File: src/rtl/memory_map_pkg.sv
// ---------------------------------------------------------------------------
// memory_map_pkg
// Shared memory-map constants and the pixel reader state encoding. The
// memory controller imports this package too, so the RAM window limits are
// defined here once.
//   RAM_BASE       : first word of the result-pixel region
//   RAM_END        : first word past the end of the RAM window
//   reader_state_t : pixel_stream_reader FSM states
// ---------------------------------------------------------------------------
package memory_map_pkg;

    localparam int unsigned RAM_BASE = 90400;
    localparam int unsigned RAM_END  = 220000;

    typedef enum logic [2:0] {
        IDLE,
        ISSUE,
        WAIT,
        SEND,
        FINISH
    } reader_state_t;

endpackage

File: src/rtl/pixel_stream_reader.sv
// ---------------------------------------------------------------------------
// pixel_stream_reader
// Streams one frame of NUM_WORDS words out of the memory controller, starting
// at BASE_ADDR. Each word is fetched, the low byte is kept as a pixel, and the
// pixel is offered on a valid/ready port. Words are fetched one at a time, so
// each pixel takes READ_LATENCY+2 cycles when the sink never stalls.
//
// Ports
//   clk          : single clock, all state updates on the rising edge
//   reset        : synchronous active-high reset, wins over start
//   start        : one-cycle frame request, ignored unless idle
//   mem_address  : word address to the memory controller (0 when idle)
//   mem_rd       : read data, valid READ_LATENCY cycles after the address
//   out_data     : pixel byte, mem_rd[7:0] of the fetched word
//   out_valid    : out_data holds a pixel waiting for the sink
//   out_ready    : sink accepts out_data this cycle
//   busy         : high from the start acceptance through the done cycle
//   done         : one-cycle pulse after the last pixel is accepted
// ---------------------------------------------------------------------------
module pixel_stream_reader
    import memory_map_pkg::*;
#(
    parameter int unsigned BASE_ADDR    = RAM_BASE,
    parameter int unsigned NUM_WORDS    = 90000,
    parameter int unsigned READ_LATENCY = 1
) (
    input  logic        clk,
    input  logic        reset,
    input  logic        start,
    output logic [31:0] mem_address,
    input  logic [31:0] mem_rd,
    output logic [7:0]  out_data,
    output logic        out_valid,
    input  logic        out_ready,
    output logic        busy,
    output logic        done
);

    // The frame must stay inside the RAM window and the latency must fit
    // the 3-bit counter.
    if (BASE_ADDR + NUM_WORDS > RAM_END) begin : g_bad_range
        $error("pixel_stream_reader: BASE_ADDR+NUM_WORDS-1 exceeds RAM_END-1");
    end
    if (NUM_WORDS == 0 || NUM_WORDS > 129600) begin : g_bad_words
        $error("pixel_stream_reader: NUM_WORDS must be 1..129600");
    end
    if (READ_LATENCY == 0 || READ_LATENCY > 4) begin : g_bad_latency
        $error("pixel_stream_reader: READ_LATENCY must be 1..4");
    end

    localparam logic [2:0]  LAT_LAST   = 3'(READ_LATENCY - 1);
    localparam logic [31:0] LAST_INDEX = 32'(NUM_WORDS - 1);

    reader_state_t state;
    reader_state_t next_state;
    logic [31:0]   index;
    logic [2:0]    lat_cnt;

    // Only the low byte of each word carries a pixel.
    logic unused_rd_bits;
    assign unused_rd_bits = ^mem_rd[31:8];

    // State register.
    always_ff @(posedge clk) begin
        if (reset) begin
            state <= IDLE;
        end else begin
            state <= next_state;
        end
    end

    // Next-state logic. WAIT covers READ_LATENCY cycles: the address went out
    // in ISSUE, so the word is on mem_rd during the final WAIT cycle.
    always_comb begin
        next_state = state;
        case (state)
            IDLE:    if (start) next_state = ISSUE;
            ISSUE:   next_state = WAIT;
            WAIT:    if (lat_cnt == LAT_LAST) next_state = SEND;
            SEND: begin
                if (out_ready) begin
                    next_state = (index == LAST_INDEX) ? FINISH : ISSUE;
                end
            end
            FINISH:  next_state = IDLE;
            default: next_state = IDLE;
        endcase
    end

    // Datapath registers. The word index advances only on a handshake, and
    // not past the last word, so the final address stays put during FINISH.
    always_ff @(posedge clk) begin
        if (reset) begin
            index    <= '0;
            lat_cnt  <= '0;
            out_data <= '0;
        end else begin
            case (state)
                IDLE: begin
                    if (start) index <= '0;
                end
                ISSUE: begin
                    lat_cnt <= '0;
                end
                WAIT: begin
                    if (lat_cnt == LAT_LAST) begin
                        out_data <= mem_rd[7:0];
                    end else begin
                        lat_cnt <= lat_cnt + 3'd1;
                    end
                end
                SEND: begin
                    if (out_ready && (index != LAST_INDEX)) begin
                        index <= index + 32'd1;
                    end
                end
                default: ;
            endcase
        end
    end

    // Outputs decode directly from the state. The address is held from ISSUE
    // until the pixel is handed off.
    always_comb begin
        mem_address = '0;
        out_valid   = 1'b0;
        busy        = (state != IDLE);
        done        = 1'b0;
        case (state)
            ISSUE, WAIT: mem_address = BASE_ADDR + index;
            SEND: begin
                mem_address = BASE_ADDR + index;
                out_valid   = 1'b1;
            end
            FINISH:  done = 1'b1;
            default: ;
        endcase
    end

endmodule

File: config.mk
export PLATFORM = sky130hd
export DESIGN_NAME = pixel_stream_reader
export DESIGN_NICKNAME = d
export VERILOG_FILES = /design/src/rtl/memory_map_pkg.sv /design/src/rtl/pixel_stream_reader.sv
export SDC_FILE = /design/constraint.sdc
export NUM_CORES = 1
export LEC_CHECK = 0
export ABC_AREA = 1
export ABC_CLOCK_PERIOD_IN_PS = 2000
export BUFFER_PORTS_ARGS = -buffer_cell sky130_fd_sc_hd__buf_2
export CAP_MARGIN = 15
export CORE_MARGIN = 4
export CORE_UTILIZATION = 52
export CTS_BUF_LIST = sky130_fd_sc_hd__clkbuf_8
export CTS_CLUSTER_DIAMETER = 150
export CTS_CLUSTER_SIZE = 25
export DETAILED_ROUTE_END_ITERATION = 8
export PLACE_DENSITY = 0.76
export SYNTH_ARGS = -nofsm -noshare
export SYNTH_HDL_FRONTEND = slang
export SYNTH_SLANG_ARGS = --single-unit
File: constraint.sdc
create_clock -name clk -period 2 [get_ports clk]
set_input_delay 0.6 -clock clk [delete_from_list [all_inputs] [get_ports clk]]
set_output_delay 0.6 -clock clk [all_outputs]
set_load 0.005 [all_outputs]
**After elaboration in Yosys (flattened, before gate mapping)**

Index checks and enable logic that the tools add are counted.

- Register bits: 46
- Input bits: 36
- Output and inout bits: 43
- Word-level logic and storage cells: 42

- $add $sub $neg: 3
- Equal/unequal tests: 11
- Mux-type cells: 13
- Reductions and logical operators: 11

Operators by type and width:

| cell | count |
|---|---|
| $mux W32 | 3 |
| $pmux W32 S2 | 1 |
| $add A17 B32 Y32 const A | 1 |
| $add A32 B1 Y32 const B | 1 |
| $eq A32 B17 Y1 const B | 1 |
| $ne A32 B17 Y1 const B | 1 |
| $mux W3 | 5 |
| $pmux W3 S4 | 1 |
| $ne A2 B2 Y1 const B | 5 |
| $eq A3 B2 Y1 const B | 2 |
| $logic_not A3 Y1 | 2 |
| $pmux W3 S2 | 1 |
| $reduce_and A3 Y1 | 2 |
| $reduce_and A2 Y1 | 2 |
| $reduce_bool A2 Y1 | 2 |
| $add A3 B1 Y3 const B | 1 |
| $eq A3 B1 Y1 const B | 1 |
| $eq A3 B3 Y1 const B | 1 |
| $reduce_bool A3 Y1 | 1 |
| $reduce_or A3 Y1 | 1 |
| $mux W1 | 2 |
| $logic_and A1 B1 Y1 | 1 |

**Longest topological paths before layout**

- Depth in word-level cells: 4
- Depth in mapped cells: 13
- Gate-level depth less buffers: 12

**Worst setup path before layout**

OpenSTA, ideal clock, no wires.

- Path kind: register to output
- Start point: register index[6]
- End point: output port mem_address[29]
- Arrival: 1.612 ns
- Required time: 1.400 ns
- Setup slack: -0.212 ns
- Cell stages (with the launch flop): 11
- Buffers on the path: 0
- Cells stage by stage: dfxtp_1 ha_1 nand2_1 nand2_1 nand2_1 o21ai_2 and2_1 nand2_1 nand2_1 nand2_1 nor2_1

- Cells in the longest elaborated chain, start to end: 2

Ends and longest elaborated chain:

| what | line | text |
|---|---|---|
| start, declared | pixel_stream_reader.sv:56 | `logic [31:0] index;` |
| start signal, assigned | pixel_stream_reader.sv:114 | `index <= index + 32'd1;` |
| $add A17 B32 Y32 | pixel_stream_reader.sv:130, pixel_stream_reader.sv:132 |  |
| $mux W32 | - |  |
| end, declared | pixel_stream_reader.sv:30 | `output logic [31:0] mem_address,` |

No other way between the ends.

**Final worst setup path**

- Start point: register index[6]
- End point: output port mem_address[31]

Same word-level chain as after synthesis.

==> results.py <==
metrics = {
    "status": {
        "run_status": "finished with violations",
        "violations": "negative setup slack",
    },
    "timing": {
        "min_period_ps": 2410,
        "relSlewSlack_pct": 69.4,
        "tns_ps": -7620,
        "worst_slack_ps": -405,
        "finalCritPeriodShare_pct": 120,
        "fin_skew_ps": 8.78,
        "setup_violations": 32,
        "worst-slew-pin-transition_ps": 455,
        "timing.fmax_mhz": 416,
        "rsz0062_at_grt": "true",
        "hold_viol": 0,
        "drv_slew": 0,
    },
    "die": {
        "coreArea_mm2": 0.00683,
        "chipHeight_um": 92.2,
        "ios": 79,
        "initial_core_util_pct": 54.0,
        "die_area_mm2": 0.00850,
        "rows": 30,
        "fp.dieW_um": 92.2,
    },
    "global_route": {
        "antenna_found_initial": 0,
        "grt_pass1_vias": 4466,
        "grt_start_max_net_pins": 17,
        "grt_pass1_wl_mm": 21.3,
        "grt_use_total_pct": 31.1,
        "overflow": 0,
    },
    "layout": {
        "final_cell_area_mm2": 0.00545,
        "fill_cells": 540,
        "utilization_pct": 79.8,
        "drive_above_1_share_pct": 36.5,
        "n_antenna_cell": 0,
        "final_cells": 898,
        "final_nets": 841,
        "area_growth_pct": 47.8,
    },
    "hold_path": {
        "hp-class": "reg2reg",
        "hold_path_depth": 2,
    },
    "power": {
        "leakagePower_nw": 2.46,
        "ir_drop_mv": 0.978,
        "powerDensity_mw_per_mm2": 652,
    },
    "logic_synthesis": {
        "synth_seq_cells": 46,
        "synth-main-ff-cell": "dfxtp_1",
        "yosysSeqAreaShare_pct": 25.0,
        "synth_cell_types": 34,
        "syn_nets": 695,
        "syn_area_per_cell_um2": 5.63,
        "yosysWarnings": 0,
        "async_flop_share_pct": 0,
        "postSynthCellCount": 655,
        "synth_edf_count": 0,
        "synth_area_mm2": 0.00369,
    },
    "routing": {
        "dr.pass1.iters": 7,
        "drcViolationCount": 0,
        "dr.first_iter.drc_count": 621,
        "ant_nets": 0,
        "viasPerCell": 5.67,
        "wire_per_inst_um": 15.7,
        "routed_wl_mm": 14.1,
        "vias": 5088,
    },
    "worst_setup_path": {
        "cp_max_fo": 8,
        "worstSetupPathType": "reg2out",
        "endpoint_kind": "output port",
        "cp.required_ps": 1400,
        "critPathArrivalTime_ps": 1810,
        "reg2regPathDepth": 9,
        "cp-start-kind": "flop",
    },
    "clocking": {
        "cts_tree": "yes",
        "clock_sinks": 46,
        "clk_pin_slew_ps": 100,
        "cts_buffers": 5,
        "cts_root_buf": "clkbuf_8",
        "clkLatencyLatePin_ps": 310,
        "cts_buffer_depth": 2,
        "cts_max_level": 2,
    },
    "placement": {
        "place_hpwl_mm": 9.94,
        "gp_congestion": 1.03,
        "placed_cells": 865,
        "dpl_cell_area_mm2": 0.00464,
        "place_ws_ps": -151,
        "port_buffers": 54,
    },
    "flow_run": {
        "max_cap_violations": 0,
    },
}
[power by group]
part	leakage (nW)	internal [mW]	total, mW	switching, mW
clock	0.0408	0.251	0.604	0.354
combinational	2.03	0.719	1.86	1.14
sequential	0.387	1.02	1.09	0.0706
[path summary, 6_finish.rpt]
path	from	end	slack, ps
worst max-delay path	index[6]	mem_address[31]	-410
worst min-delay path	out_data[3]	out_data[3]	490
worst max register to register	index[0]	index[26]	10
worst min register to register	out_data[3]	out_data[3]	490
[cell usage in the layout (no fill, tap or decap), types with 3 or more instances in the layout]
| cell type | n |
|---|---|
| nand2_1 | 150 |
| nor2_1 | 107 |
| buf_4 | 99 |
| inv_1 | 68 |
| buf_2 | 54 |
| nand3_1 | 52 |
| a21oi_1 | 26 |
| o21ai_0 | 26 |
| dfxtp_1 | 22 |
| nand4_1 | 17 |
| dfxtp_2 | 15 |
| nor2_4 | 14 |
| nand2_2 | 11 |
| nand2_4 | 10 |
| nor2_2 | 10 |
| a21oi_2 | 10 |
| nor3_1 | 10 |
| buf_6 | 10 |
| inv_2 | 9 |
| xor2_1 | 9 |
| dfxtp_4 | 9 |
| o21ai_1 | 7 |
| nand3_2 | 6 |
| a21oi_4 | 5 |
| clkbuf_8 | 5 |
| nor3_2 | 3 |
| clkinvlp_4 | 3 |
| o21ai_2 | 3 |
| nand3b_1 | 3 |
| buf_12 | 3 |
[synthesized netlist by cell type, types with 9 or more instances]
library cell / number / area share [%]
a21oi_1: 38 / 5.2
buf_2: 12 / 1.6
clkbuf_1: 10 / 1.0
dfxtp_1: 46 / 25
inv_1: 76 / 7.7
nand2_1: 170 / 17
nand3_1: 58 / 7.9
nand4_1: 17 / 2.9
nor2_1: 128 / 13
nor3_1: 13 / 1.8
o21ai_0: 34 / 4.6
xor2_1: 9 / 2.1
[flip-flops by register name, summed over array words and instances (netlist names)]
name / count
out_data: 8
state: 3
lat_cnt: 3
index: 32
[through the flow]
step / hold slack (ps) / total power [mW]
5_1_grt: 521 / 3.76
3_3_place_gp: 459 / 2.50
4_1_cts: 491 / 3.15
6_report: 492 / 3.55
2_1_floorplan: 458 / 2.02
3_5_place_dp: 472 / 2.54
[final cells by class]
cell class	count	area [um^2]	share of cell area [%]
multi-input cells	502	2750	50.4
repair buffers	167	1210	22.2
flip-flops and latches	46	973	17.9
inverters	79	303	5.56
well taps	96	120	2.20
clock buffers	5	68.8	1.26
clock inverters	3	23.8	0.436
[cells by family (layout without fill, tap and decap cells)]
logic type,after synthesis,count (layout),synth area share [%]
AO/OA/AOI/OAI,87,87,12.8
XOR/XNOR,9,9,2.14
adder cells (fa/ha/maj),4,4,1.36
buffers and inverters,107,254,12.1
flip-flops,46,46,25.0
AND/OR/NAND/NOR,402,402,46.6
[critical path, cell delays in order (launching register included)]
cell	delay [ps]
dfxtp_4	390
ha_4	150
nand2_4	60
nand2_4	80
nand2_4	70
o21ai_4	180
buf_12	160
nand3b_1	90
nand2_1	70
nand2_1	40
nor2_1	90
buf_2	120
[routing by layer]
metal	GRT usage, %	part of all wire (%)	up-vias
li1	-	-	2384
met1	41.6	38	2335
met2	52.3	48	301
met3	3.86	11	68
met4	9.16	3.9	0
met5	0	0	-
[timing repair]
item                       4_1_cts  5_1_grt
hold buffers                     0        0
resized for setup               55      107
hold endpoints to repair         0        0
gates cloned                     0        1
setup endpoints to repair       45       63
buffers inserted                 7       21
pin swaps                       16       34
Note: power is estimated with default switching activity, not from simulation.
